## config.mk

```make
export PLATFORM = sky130hd
export DESIGN_NAME = arb_mux
export DESIGN_NICKNAME = d
export VERILOG_FILES = /design/src/rtl/arb_pkg.sv /design/src/rtl/rr_pick.sv /design/src/rtl/arb_mux.sv
export SDC_FILE = /design/constraint.sdc
export NUM_CORES = 1
export LEC_CHECK = 0
export BUFFER_PORTS_ARGS = -buffer_cell sky130_fd_sc_hd__buf_2
export CELL_PAD_IN_SITES_DETAIL_PLACEMENT = 1
export CELL_PAD_IN_SITES_GLOBAL_PLACEMENT = 1
export CORE_ASPECT_RATIO = 1.5
export CORE_MARGIN = 2
export CORE_UTILIZATION = 38
export CTS_BUF_LIST = sky130_fd_sc_hd__clkbuf_4
export CTS_CLUSTER_SIZE = 12
export DETAILED_ROUTE_END_ITERATION = 7
export GPL_TIMING_DRIVEN = 0
export HOLD_SLACK_MARGIN = 0.06
export PLACE_DENSITY = 0.95
export SYNTH_ARGS = -nofsm -noshare
export SYNTH_HDL_FRONTEND = slang
export SYNTH_HIERARCHICAL = 1
export SYNTH_SLANG_ARGS = --single-unit
```

## constraint.sdc

```tcl
create_clock -name clk -period 2.3 [get_ports clk]
set_input_delay 0.345 -clock clk [delete_from_list [all_inputs] [get_ports clk]]
set_output_delay 0.345 -clock clk [all_outputs]
set_load 0.005 [all_outputs]
```

## src/rtl/arb_pkg.sv

```systemverilog
// Shared constants for the arbitrated multiplexer: arbitration policy
// encodings and the select-width helper used to size channel indices.
package arb_pkg;

  localparam int ARB_FIXED = 0;
  localparam int ARB_RR    = 1;

  // Width of a channel index; a single channel still gets a 1-bit select.
  function automatic int sel_w(input int n);
    return (n > 1) ? $clog2(n) : 1;
  endfunction

endpackage

```

## src/rtl/rr_pick.sv

```systemverilog
// Combinational request picker. Scans the request vector starting at a base
// index (ptr in round-robin mode, 0 in fixed mode), wrapping at N_IN-1 -> 0,
// and returns the first requester as a one-hot grant plus its binary index.
module rr_pick import arb_pkg::*; #(
  parameter  int N_IN  = 2,
  localparam int SEL_W = sel_w(N_IN)
) (
  input  logic [N_IN-1:0]  req,
  input  logic [SEL_W-1:0] ptr,
  input  logic             mode,
  output logic [N_IN-1:0]  grant,
  output logic [SEL_W-1:0] idx
);

  // First set request at or after the base index, wrapping within N_IN.
  always_comb begin
    int base;
    int j;
    logic [SEL_W-1:0] j_idx;
    logic found;
    grant = '0;
    idx   = '0;
    found = 1'b0;
    base  = mode ? int'(ptr) : 0;
    j     = 0;
    j_idx = '0;
    for (int off = 0; off < N_IN; off++) begin
      j = base + off;
      if (j >= N_IN) j = j - N_IN;
      j_idx = SEL_W'(j);
      if (!found && req[j_idx]) begin
        found        = 1'b1;
        grant[j_idx] = 1'b1;
        idx          = j_idx;
      end
    end
  end

endmodule

```

## src/rtl/arb_mux.sv

```systemverilog
// N-input registered multiplexer with arbitration. One requester is granted
// per cycle and its payload is captured into a one-entry output register.
//
// Handshake: a word moves across an interface on a rising edge where its
// valid and ready are both 1. in_ready is only raised when the output
// register can take a word this cycle (empty, or being drained), so a loaded
// word is never overwritten before the consumer has taken it. Sources keep
// valid/data steady until accepted; the consumer may stall with out_ready=0.
module arb_mux import arb_pkg::*; #(
  parameter  int WIDTH = 32,
  parameter  int N_IN  = 2,
  parameter  int MODE  = ARB_RR,
  localparam int SEL_W = sel_w(N_IN)
) (
  input  logic                  clk,
  input  logic                  reset,
  input  logic [N_IN-1:0]       in_valid,
  input  logic [N_IN*WIDTH-1:0] in_data,
  output logic [N_IN-1:0]       in_ready,
  output logic                  out_valid,
  output logic [WIDTH-1:0]      out_data,
  output logic [SEL_W-1:0]      out_sel,
  input  logic                  out_ready
);

  localparam logic IS_RR = (MODE == ARB_RR);

  logic [SEL_W-1:0] ptr;
  logic [N_IN-1:0]  grant;
  logic [SEL_W-1:0] win_idx;
  logic             load_en;
  logic             load;

  rr_pick #(.N_IN(N_IN)) u_pick (
    .req   (in_valid),
    .ptr   (ptr),
    .mode  (IS_RR),
    .grant (grant),
    .idx   (win_idx)
  );

  // The register can accept when empty or when its word leaves this cycle;
  // nothing is accepted while reset is held.
  always_comb begin
    load_en  = !out_valid || out_ready;
    in_ready = grant & {N_IN{load_en && reset}};
    load     = |in_ready;
  end

  // Output register: load the winner, or empty out once the consumer drains.
  always_ff @(posedge clk or negedge reset) begin
    if (!reset) begin
      out_valid <= 1'b0;
      out_data  <= '0;
      out_sel   <= '0;
    end else if (load) begin
      out_valid <= 1'b1;
      out_data  <= in_data[win_idx*WIDTH +: WIDTH];
      out_sel   <= win_idx;
    end else if (out_ready) begin
      out_valid <= 1'b0;
    end
  end

  // Round-robin pointer moves just past the last accepted channel; it stays
  // at 0 in fixed-priority mode.
  always_ff @(posedge clk or negedge reset) begin
    if (!reset) begin
      ptr <= '0;
    end else if (IS_RR && load) begin
      if (int'(win_idx) == N_IN - 1) ptr <= '0;
      else                           ptr <= win_idx + SEL_W'(1);
    end
  end

endmodule

```

==> impl_metrics.sql <==
INSERT INTO impl_metrics (metric_group, metric, value, unit) VALUES
('worst_setup_path', 'worstSetupEndpointType', 'primary output', ''),
('die', 'die-area', '5550', 'sq um'),
('yosys', 'synth_cell_type_count', '13', ''),
('clock_tree', 'tritoncts', 'yes', ''),
('power', 'max-vdd-ir-drop', '0.350', 'mV'),
('die', 'rows', '31', ''),
('worst_setup_path', 'crit_path_max_fanout', '3', ''),
('yosys', 'synth_top_area_share', '46.5', '%'),
('timing', 'setup-tns-final', '0', 'ns'),
('detailed_routing', 'initialDrtViolationCount', '6', ''),
('clock_tree', 'clock_tree.htree_level_count', '2', ''),
('detailed_routing', 'remaining_drc_errors', '0', ''),
('timing', 'peak_freq', '0.576', 'GHz'),
('worst_setup_path', 'slowest_delay', '0.39', 'ns'),
('timing', 'timing.slew.headroom', '44.4', '%'),
('global_routing', 'via_count_of_the_first_global_routing_pass', '1627', ''),
('yosys', 'synthDominantAreaCellType', 'dfrtp_1', ''),
('clock_tree', 'clk_latency', '0.34', 'ns'),
('global_routing', 'grt_antenna_before_repair', '0', ''),
('worst_setup_path', 'crit_slowest_cell', 'dfrtp_1', ''),
('yosys', 'mappedNetlistArea', '1880', 'sq um'),
('clock_tree', 'cts.path.max_buffers', '2', ''),
('timing', 'worstMarginPinSlew', '0.835', 'ns'),
('timing', 'period_minus_slack', '1.74', 'ns'),
('detailed_routing', 'detail_route.wl_per_cell', '15.8', 'microns'),
('global_routing', 'globalRouteTotalUtil', '18.5', '%'),
('timing', 'finalHoldViolations', '0', ''),
('detailed_routing', 'number_of_nets_still_failing_antenna_checks_after_routing', '0', ''),
('timing', 'final_min_period_over_clock_period', '75.5', '%'),
('power', 'reported_leakage_power', '1.34', 'nW'),
('clock_tree', 'postCtsSetupRepairBufs', '0', ''),
('global_routing', 'grt_overflow_total', '0', ''),
('final_layout', 'final_net_count', '301', ''),
('detailed_routing', 'drt-pass1-iter-count', '4', ''),
('yosys', 'yosysWarningCount', '6', ''),
('clock_tree', 'clock_tree.root_cell', 'clkbuf_4', ''),
('detailed_routing', 'route.detailed.vias_per_inst', '4.76', ''),
('detailed_routing', 'detailroute.via_count', '1424', ''),
('worst_setup_path', 'r2r_setup_slack', '0.61', 'ns'),
('die', 'floorplan.die.width', '61.5', 'microns'),
('worst_setup_path', 'required', '1.96', 'ns'),
('min_path', 'min_path_type', 'in -> async', ''),
('placement', 'gp_congestion', '0.712', ''),
('yosys', 'synthCells', '120', ''),
('placement', 'hpwl', '3.88', 'mm'),
('die', 'io_pins', '105', ''),
('die', 'floorplan.initialDensity', '39.2', '%'),
('timing', 'finalSetupViolCount', '0', ''),
('global_routing', 'grt_pass1_wl', '7.36', 'mm'),
('worst_setup_path', 'criticalPathCategory', 'reg -> out', ''),
('clock_tree', 'hold_buffers', '0', ''),
('timing', 'worst_clock_skew', '0.00718', 'ns'),
('yosys', 'synth_area_per_cell', '15.7', 'sq um'),
('final_layout', 'num_antenna_cells', '0', ''),
('power', 'power_density', '758', 'nW/um^2'),
('worst_setup_path', 'timing.critical_path.arrival', '1.39', 'ns'),
('clock_tree', 'clkTransAtPathRegs', '0.11', 'ns'),
('power', 'design_power_total', '1.95', 'mW'),
('timing', 'grt_setup_unrepaired', 'no', ''),
('job', 'max_cap_viol_count', '0', ''),
('final_layout', 'ratio_of_cells_with_drive_above_1_in_the_final_layout', '79.4', '%'),
('worst_setup_path', 'worstPathCellList', 'nand2_1, a21boi_1, and3_1, buf_2', ''),
('yosys', 'postSynthRegisterBits', '35', ''),
('worst_setup_path', 'critical_path.startpoint_type', 'register', ''),
('run_status', 'run_status', 'complete, no violations', ''),
('clock_tree', 'cts_inserted_buffers', '5', ''),
('timing', 'final-max-slew-violation-count', '0', ''),
('yosys', 'synth_top_cells_by_area', 'dfrtp_1 46%, mux2_4 22%, mux2_2 22%', ''),
('yosys', 'synth.yosys.seq_area_share', '46.5', '%'),
('placement', 'place.port_buffers', '104', ''),
('detailed_routing', 'routed_wirelength', '4.73', 'mm'),
('clock_tree', 'tritoncts_num_sinks', '35', ''),
('global_routing', 'grt_start_max_net_pins', '39', ''),
('die', 'core_area', '4810', 'sq um'),
('final_layout', 'utilization', '53.4', '%'),
('final_layout', 'area_delta_synth_final', '36.3', '%'),
('clock_tree', 'cells_resized_by_post_cts_repair', '0', ''),
('die', 'fp.dieH', '90.2', 'microns');
[registers in the layout (all words and copies together) (netlist names)]
signal / cells
out_data: 32
out_sel: 1
out_valid: 1
ptr: 1
[metrics by stage]
step,area (sq um),hold slack [ns],std cells,setup slack (ns)
after floorplan,1890,0.0494,121,0.762
after global placement,2490,0.484,291,0.329
after detailed placement,2490,0.488,291,0.309
after CTS,2570,0.102,299,0.528
after global routing,2570,0.138,299,0.420
final,2570,0.0897,299,0.563
[routing by layer]
layer  track usage (%)  vias to the layer above  wire length [microns]
met2              35.7                       66                   2880
met4              9.40                        0                    136
met5                 0                        -                      0
met1              15.8                      695                   1430
met3              4.03                       11                    277
li1                  -                      652                      -
[path summary, 6_finish.rpt]
| path | start | end | cells after the start |
|---|---|---|---|
| setup / recovery | ptr | in_ready[1] | 4 |
| hold / removal | reset | out_data[16] | 1 |
| setup reg to reg | ptr | out_data[7] | 6 |
| hold reg to reg | out_data[5] | out_data[5] | 1 |
| max in group asynchronous | reset | out_data[13] | 1 |
| min in group clk | out_ready | out_valid | 3 |
[worst max-delay path, delay by kind of cell, from the launching register on]
| family | cells | cell delay (ns) |
|---|---|---|
| buffers and inverters | 1 | 0.11 |
| and+or+nand+nor | 2 | 0.28 |
| AOI/OAI and AO/OA | 1 | 0.28 |
| DFF | 1 | 0.39 |
[final cells by class]
type,count,area [sq um]
fill,562,2240
multi-input combinational,77,926
sequential,35,876
timing repair buffer,104,520
tap,66,82.6
buffer,7,78.8
clock inverter,3,38.8
clock buffer,5,37.5
inverter,2,7.51
[kinds of logic after synthesis]
logic type	Yosys count	share of synthesized area, %
flops	35	46.5
buf+inv	9	4.58
mux	66	45.0
compound gates	4	2.26
simple gates	5	1.53
other cells	1	0.199
[cell usage in the layout (no fill, tap or decap)]
cell / count
nand2_1: 2
a21boi_1: 2
inv_1: 2
a31oi_1: 1
buf_2: 104
o211ai_4: 1
bufinv_16: 1
dfrtp_1: 35
clkinv_2: 1
mux2_4: 28
conb_1: 2
mux2i_1: 1
buf_6: 7
nand2b_2: 1
and3_1: 2
mux2_2: 37
clkinv_1: 1
clkbuf_4: 5
[power by group]
part | leakage, nW | total (mW) | internal [mW] | switching (mW)
logic | 0.883 | 0.647 | 0.398 | 0.250
registers | 0.410 | 0.868 | 0.785 | 0.0831
clock network | 0.0426 | 0.432 | 0.224 | 0.209
[Yosys cell counts]
library cell	instances
nand2_1	2
inv_1	2
nand2b_2	1
o211ai_4	1
mux2_2	37
and3_1	2
conb_1	1
mux2i_1	1
buf_6	7
mux2_4	28
dfrtp_1	35
a21boi_1	2
a31oi_1	1
No activity file was read; power rests on OpenSTA's default activity.
